### src/rtl/uart_tx_arbiter_if.sv
// Requester/UART TX handshake bundle for uart_tx_arbiter.
// The slave modport is the arbiter; the master modport is the client plus UART side.
interface uart_tx_arbiter_if #(
   parameter int DATA_WIDTH = 8,
   parameter int NUM_REQ    = 4
);
   logic [NUM_REQ-1:0]            req_valid;
   logic [NUM_REQ*DATA_WIDTH-1:0] req_data;
   logic [NUM_REQ-1:0]            req_ack;
   logic [NUM_REQ-1:0]            req_done;
   logic [DATA_WIDTH-1:0]         P_DATA_IN_TX;
   logic                          DATA_VALID_TX;
   logic                          busy_flag_TX;

   modport master (
      output req_valid, req_data, busy_flag_TX,
      input  req_ack, req_done, P_DATA_IN_TX, DATA_VALID_TX
   );

   modport slave (
      input  req_valid, req_data, busy_flag_TX,
      output req_ack, req_done, P_DATA_IN_TX, DATA_VALID_TX
   );
endinterface

### src/rtl/uart_tx_arbiter.sv
// Round-robin scheduler sharing one UART transmitter among NUM_REQ requesters.
// Optional WAIT_BUSY watchdog enabled by defining UART_ARB_TIMEOUT_EN.
module uart_tx_arbiter #(
   parameter int DATA_WIDTH = 8,
   parameter int NUM_REQ    = 4,
   parameter int ID_W       = 2
`ifdef UART_ARB_TIMEOUT_EN
   ,
   parameter int TIMEOUT    = 64
`endif
) (
   input  logic                 tx_clk,
   input  logic                 rst,
   uart_tx_arbiter_if.slave     bus,
   output logic [ID_W-1:0]      grant_id,
   output logic                 arb_busy,
   output logic                 timeout_err
);

   typedef enum logic [1:0] {
      S_IDLE,
      S_ISSUE,
      S_WAIT_BUSY,
      S_WAIT_DONE
   } state_t;

   state_t                 state_q, state_d;
   logic [ID_W-1:0]        ptr_q, ptr_d;
   logic [ID_W-1:0]        grant_q, grant_d;
   logic [NUM_REQ-1:0]     ack_q, ack_d;
   logic [NUM_REQ-1:0]     done_q, done_d;
   logic [DATA_WIDTH-1:0]  data_q, data_d;
   logic                   dv_q, dv_d;
   logic                   busy_q, busy_d;
   logic                   tmo_q, tmo_d;

   logic                   pick_hit;
   logic [ID_W-1:0]        pick_idx;
   logic [ID_W-1:0]        ptr_after_grant;
   logic                   tmo_hit;

`ifdef UART_ARB_TIMEOUT_EN
   localparam int CNT_W = $clog2(TIMEOUT + 1);
   logic [CNT_W-1:0] tmo_cnt_q;

   // Cleared while in ISSUE so it starts at zero on WAIT_BUSY entry.
   always_ff @(posedge tx_clk) begin
      if (rst)                         tmo_cnt_q <= '0;
      else if (state_q == S_ISSUE)     tmo_cnt_q <= '0;
      else if (state_q == S_WAIT_BUSY) tmo_cnt_q <= tmo_cnt_q + 1'b1;
   end

   assign tmo_hit = (tmo_cnt_q == CNT_W'(TIMEOUT - 1));
`else
   assign tmo_hit = 1'b0;
`endif

   assign ptr_after_grant = (grant_q == ID_W'(NUM_REQ - 1)) ? '0 : grant_q + 1'b1;

   // State and registered-output flops.
   // NOTE: sequential state uses non-blocking (<=) so every flop samples pre-edge values.
   always_ff @(posedge tx_clk) begin
      if (rst) begin
         state_q <= S_IDLE;
         ptr_q   <= '0;
         grant_q <= '0;
         ack_q   <= '0;
         done_q  <= '0;
         data_q  <= '0;
         dv_q    <= 1'b0;
         busy_q  <= 1'b0;
         tmo_q   <= 1'b0;
      end else begin
         state_q <= state_d;
         ptr_q   <= ptr_d;
         grant_q <= grant_d;
         ack_q   <= ack_d;
         done_q  <= done_d;
         data_q  <= data_d;
         dv_q    <= dv_d;
         busy_q  <= busy_d;
         tmo_q   <= tmo_d;
      end
   end

   // Next-state logic, including the round-robin scan starting at ptr.
   // NOTE: every comb output gets a default first so no latch is inferred.
   always_comb begin
      pick_hit = 1'b0;
      pick_idx = '0;
      state_d  = state_q;

      // Scan from the far end so the slot nearest ptr wins last.
      for (int off = NUM_REQ - 1; off >= 0; off--) begin
         int slot;
         slot = int'(ptr_q) + off;
         if (slot >= NUM_REQ) slot = slot - NUM_REQ;
         if (bus.req_valid[slot]) begin
            pick_hit = 1'b1;
            pick_idx = ID_W'(slot);
         end
      end

      case (state_q)
         S_IDLE:      if (!bus.busy_flag_TX && pick_hit) state_d = S_ISSUE;
         S_ISSUE:     state_d = S_WAIT_BUSY;
         S_WAIT_BUSY: begin
            if (bus.busy_flag_TX) state_d = S_WAIT_DONE;
            else if (tmo_hit)     state_d = S_IDLE;
         end
         S_WAIT_DONE: if (!bus.busy_flag_TX) state_d = S_IDLE;
         default:     state_d = S_IDLE;
      endcase
   end

   // Next values of the registered outputs.
   always_comb begin
      ack_d   = '0;
      done_d  = '0;
      dv_d    = 1'b0;
      tmo_d   = 1'b0;
      data_d  = data_q;
      grant_d = grant_q;
      ptr_d   = ptr_q;
      busy_d  = (state_d != S_IDLE);

      case (state_q)
         S_IDLE: begin
            if (!bus.busy_flag_TX && pick_hit) begin
               ack_d[pick_idx] = 1'b1;
               grant_d         = pick_idx;
               data_d          = bus.req_data[int'(pick_idx)*DATA_WIDTH +: DATA_WIDTH];
            end
         end
         S_ISSUE: dv_d = 1'b1;
         S_WAIT_BUSY: begin
            if (!bus.busy_flag_TX && tmo_hit) begin
               tmo_d = 1'b1;
               ptr_d = ptr_after_grant;
            end
         end
         S_WAIT_DONE: begin
            if (!bus.busy_flag_TX) begin
               done_d[grant_q] = 1'b1;
               ptr_d           = ptr_after_grant;
            end
         end
         default: ;
      endcase
   end

   assign bus.req_ack       = ack_q;
   assign bus.req_done      = done_q;
   assign bus.P_DATA_IN_TX  = data_q;
   assign bus.DATA_VALID_TX = dv_q;
   assign grant_id          = grant_q;
   assign arb_busy          = busy_q;
   assign timeout_err       = tmo_q;

endmodule

### src/flat_wrapper.sv
// flat-port wrapper written by rule: the top's interface ports become plain ports
module uart_tx_arbiter_flat 
#(
   parameter int DATA_WIDTH = 8,
   parameter int NUM_REQ    = 4,
   parameter int ID_W       = 2

)
  (tx_clk, rst, grant_id, arb_busy, timeout_err, bus_req_valid, bus_req_data, bus_busy_flag_TX, bus_req_ack, bus_req_done, bus_P_DATA_IN_TX, bus_DATA_VALID_TX);
  uart_tx_arbiter_if #(.DATA_WIDTH(DATA_WIDTH), .NUM_REQ(NUM_REQ)) bus_i ();
  input  logic tx_clk;
  input  logic rst;
  output logic [ID_W-1:0] grant_id;
  output logic arb_busy;
  output logic timeout_err;
  input wire logic [$bits(bus_i.req_valid)-1:0] bus_req_valid;
  input wire logic [$bits(bus_i.req_data)-1:0] bus_req_data;
  input wire logic [$bits(bus_i.busy_flag_TX)-1:0] bus_busy_flag_TX;
  output wire logic [$bits(bus_i.req_ack)-1:0] bus_req_ack;
  output wire logic [$bits(bus_i.req_done)-1:0] bus_req_done;
  output wire logic [$bits(bus_i.P_DATA_IN_TX)-1:0] bus_P_DATA_IN_TX;
  output wire logic [$bits(bus_i.DATA_VALID_TX)-1:0] bus_DATA_VALID_TX;
  assign bus_i.req_valid = bus_req_valid;
  assign bus_i.req_data = bus_req_data;
  assign bus_i.busy_flag_TX = bus_busy_flag_TX;
  assign bus_req_ack = bus_i.req_ack;
  assign bus_req_done = bus_i.req_done;
  assign bus_P_DATA_IN_TX = bus_i.P_DATA_IN_TX;
  assign bus_DATA_VALID_TX = bus_i.DATA_VALID_TX;
  uart_tx_arbiter #(.DATA_WIDTH(DATA_WIDTH), .NUM_REQ(NUM_REQ), .ID_W(ID_W)) u_core (.tx_clk(tx_clk), .rst(rst), .bus(bus_i), .grant_id(grant_id), .arb_busy(arb_busy), .timeout_err(timeout_err));
endmodule
### config.mk
export PLATFORM = sky130hd
export DESIGN_NAME = uart_tx_arbiter_flat
export DESIGN_NICKNAME = d
export VERILOG_FILES = /design/src/rtl/uart_tx_arbiter_if.sv /design/src/rtl/uart_tx_arbiter.sv /design/src/flat_wrapper.sv
export SDC_FILE = /design/constraint.sdc
export NUM_CORES = 1
export LEC_CHECK = 0
export CORE_MARGIN = 3
export CORE_UTILIZATION = 39
export CTS_CLUSTER_SIZE = 40
export DETAILED_ROUTE_END_ITERATION = 6
export PLACE_DENSITY = 0.91
export SLEW_MARGIN = 15
export SYNTH_ARGS = -nofsm -noshare
export SYNTH_HDL_FRONTEND = slang
export SYNTH_SLANG_ARGS = --single-unit
### constraint.sdc
create_clock -name tx_clk -period 2.1 [get_ports tx_clk]
set_input_delay 0.42 -clock tx_clk [delete_from_list [all_inputs] [get_ports tx_clk]]
set_output_delay 0.42 -clock tx_clk [all_outputs]
set_load 0.01 [all_outputs]
==> impl_metrics.ini <==
[layout]
insertedDiodeCount = 0
area_growth_pct = 56.6
final_cells = 207
nets = 221
final.fill_count = 227
final_layout_size_suffix_gt1_share_pct = 13.1

[grt]
grt-ovfl-total = 0
grt_max_degree = 22
antenna_found_initial = 0
track_usage_pct = 17.1
grt_pass1_vias = 1056
grt_first_pass_wirelength_um = 4640

[clock_network]
cts_tree = yes
clock_sinks = 24
cts_buffers = 3
htree_levels = 1
clk_pin_slew_worst_paths_ps = 120
post_cts_buffers = 0
cts-root-buf = clkbuf_4
clockBufferDepth = 2
clock_latency_ps = 320

[setup_path]
cpMaxStageDelayCell = or4_1
critPathCaptureType = register
crit_path_start_kind = input port
required_ps = 2350
cpPeakStageDelay_ps = 680
cp_cell_sequence = clkdlybuf4s50_1 -> or4_1 -> nor2_8 -> nand2b_2 -> o221ai_2
crit_path_max_fanout = 10
crit_type = input port to register
cp.arrival_ps = 2150

[die]
io_pins = 60
dieHeight_um = 61.0
row_count = 19
initial_core_util_pct = 41.7
die_width_um = 61.0
coreArea_sq_um = 2830
die_area_sq_um = 3720

[power]
power_density_nw_per_um2 = 521
p_leak_nw = 0.733
irDropWorstVdd_v = 0.000375

[synth]
synth.ff_latch_count = 24
synth_nets = 157
avgSynthCellArea_sq_um = 10.3
ys_top_cells_by_count = dfxtp_1, mux2i_1, nand2_1, nor2_1, o221ai_2
synth_cell_types = 32
yosys.area.top_type = dfxtp_1
yosysTopAreaCellShare_pct = 40.7
yosysMostFrequentCell = dfxtp_1
synth_ff_type = dfxtp_1
ys.warnings.count = 0
synth-edff-count = 0
async_flop_share_pct = 0
synthCells = 114
synthTopCellsByArea = dfxtp_1, mux2i_1, o221ai_2, ha_1, nand2_1
syn-cell-area_sq_um = 1180
yosysSeqAreaShare_pct = 40.7

[drt]
remaining_drc_errors = 0
num_vias = 1046
wirelength_met1_um = 1120
viasPerCell = 5.05
top_layer = met4
wirelength_um = 2770
wl_per_cell_um = 13.4
wl_met3_um = 284
wl_met2_um = 1330
dr.pass1.iters = 4
drtAntennaViolNets = 0
drt_iter0_markers = 31

[placed_design]
gp_congestion = 0.763
port_buffers = 58
dpl.hpwl_um = 2240
pre_cts_slack_ps = -248
dp_cells = 204

[sta]
whs_ps = 482
post-route-period-util_pct = 90.6
hold_viol = 0
slew_violations = 0
setup_viol = 0
min_period_ps = 1900
fmax_mhz = 526
finClkSkew_ps = 7.89
tns_ps = 0
fin_ws_ps = 198
rsz0062_at_grt = no

[flow_run]
maxCapViolCount = 0

[hold_path]
hold_class = register to register

[status]
outcome = completed
[cell usage in the layout (no fill, tap or decap), types with 2 or more instances in the layout]
cell             count
clkdlybuf4s50_1     58
dfxtp_1             24
mux2i_1             19
nor2_1               9
nand2_1              9
o221ai_2             8
buf_4                7
inv_1                4
a21oi_1              4
and2_1               4
ha_1                 4
clkbuf_4             3
nand2b_1             2
nor3b_1              2
[flip-flops by register name, summed over array words and instances (netlist names)]
register,cells
u_core.bus.req_ack,4
u_core.bus.req_done,4
u_core.grant_id,2
u_core.bus.DATA_VALID_TX,1
u_core.state_q,2
u_core.bus.P_DATA_IN_TX,8
u_core.ptr_q,2
u_core.arb_busy,1
[final cells by class]
| cell class | instances | area, sq um | area share (%) |
|---|---|---|---|
| flip-flops and latches | 24 | 480 | 26.0 |
| inverters | 4 | 15.0 | 0.812 |
| multi-input cells | 79 | 638 | 34.5 |
| repair buffers | 66 | 653 | 35.3 |
| clock buffers | 3 | 22.5 | 1.22 |
| well taps | 31 | 38.8 | 2.10 |
[kinds of logic (layout without fill, tap and decap cells)]
kind of cell	Yosys count	count (layout)	share of synthesized area, %
AOI/OAI and AO/OA	17	17	14.8
adders and majority gates	4	4	4.24
buffers and inverters	11	73	5.41
DFF	24	24	40.7
muxes	19	19	16.1
other	1	1	0.318
and+or+nand+nor	38	38	18.3
[path summary, 6_finish.rpt]
| check | slack (ps) | cells past startpoint | to | start |
|---|---|---|---|---|
| max | 200 | 5 | u_core.bus.P_DATA_IN_TX[1]$_SDFFE_PP0P_ | bus_busy_flag_TX |
| min | 480 | 2 | u_core.bus.P_DATA_IN_TX[0]$_SDFFE_PP0P_ | u_core.bus.P_DATA_IN_TX[0]$_SDFFE_PP0P_ |
| max reg2reg | 430 | 4 | u_core.bus.P_DATA_IN_TX[1]$_SDFFE_PP0P_ | u_core.state_q[1]$_SDFF_PP0_ |
| min reg2reg | 480 | 2 | u_core.bus.P_DATA_IN_TX[0]$_SDFFE_PP0P_ | u_core.bus.P_DATA_IN_TX[0]$_SDFFE_PP0P_ |
[through the flow]
stage	util [%]	cell area, sq um	total power [W]
floorplan	-	1180	0.000629
global placement	64.4	1820	0.000765
detailed placement	64.4	1820	0.000774
CTS	65.2	1850	0.000968
global route	65.3	1850	0.00102
finish	65.3	1850	0.000962
[routing by layer]
layer	vias up	track usage, %
met5	-	0
met4	0	5.57
met3	4	7.23
met2	54	29.2
met1	460	19.3
li1	528	-
[critical path, delay by kind of cell]
family	cells	cell delay (ps)
AO/OA/AOI/OAI	1	240
buffers and inverters	1	460
AND/OR/NAND/NOR	3	1040
[where the power goes]
| part | leakage (nW) | internal, W | switching, W | total [W] |
|---|---|---|---|---|
| registers | 0.196 | 0.000482 | 0.0000173 | 0.000499 |
| clock network | 0.0138 | 0.0000672 | 0.000132 | 0.000199 |
| logic | 0.524 | 0.000162 | 0.000102 | 0.000264 |
[what timing repair did]
item                                    CTS  global route
hold buffers                              0             0
gates resized for setup                   0             1
endpoints found under the setup margin    0             8
Power figures use the tool's default switching activity.
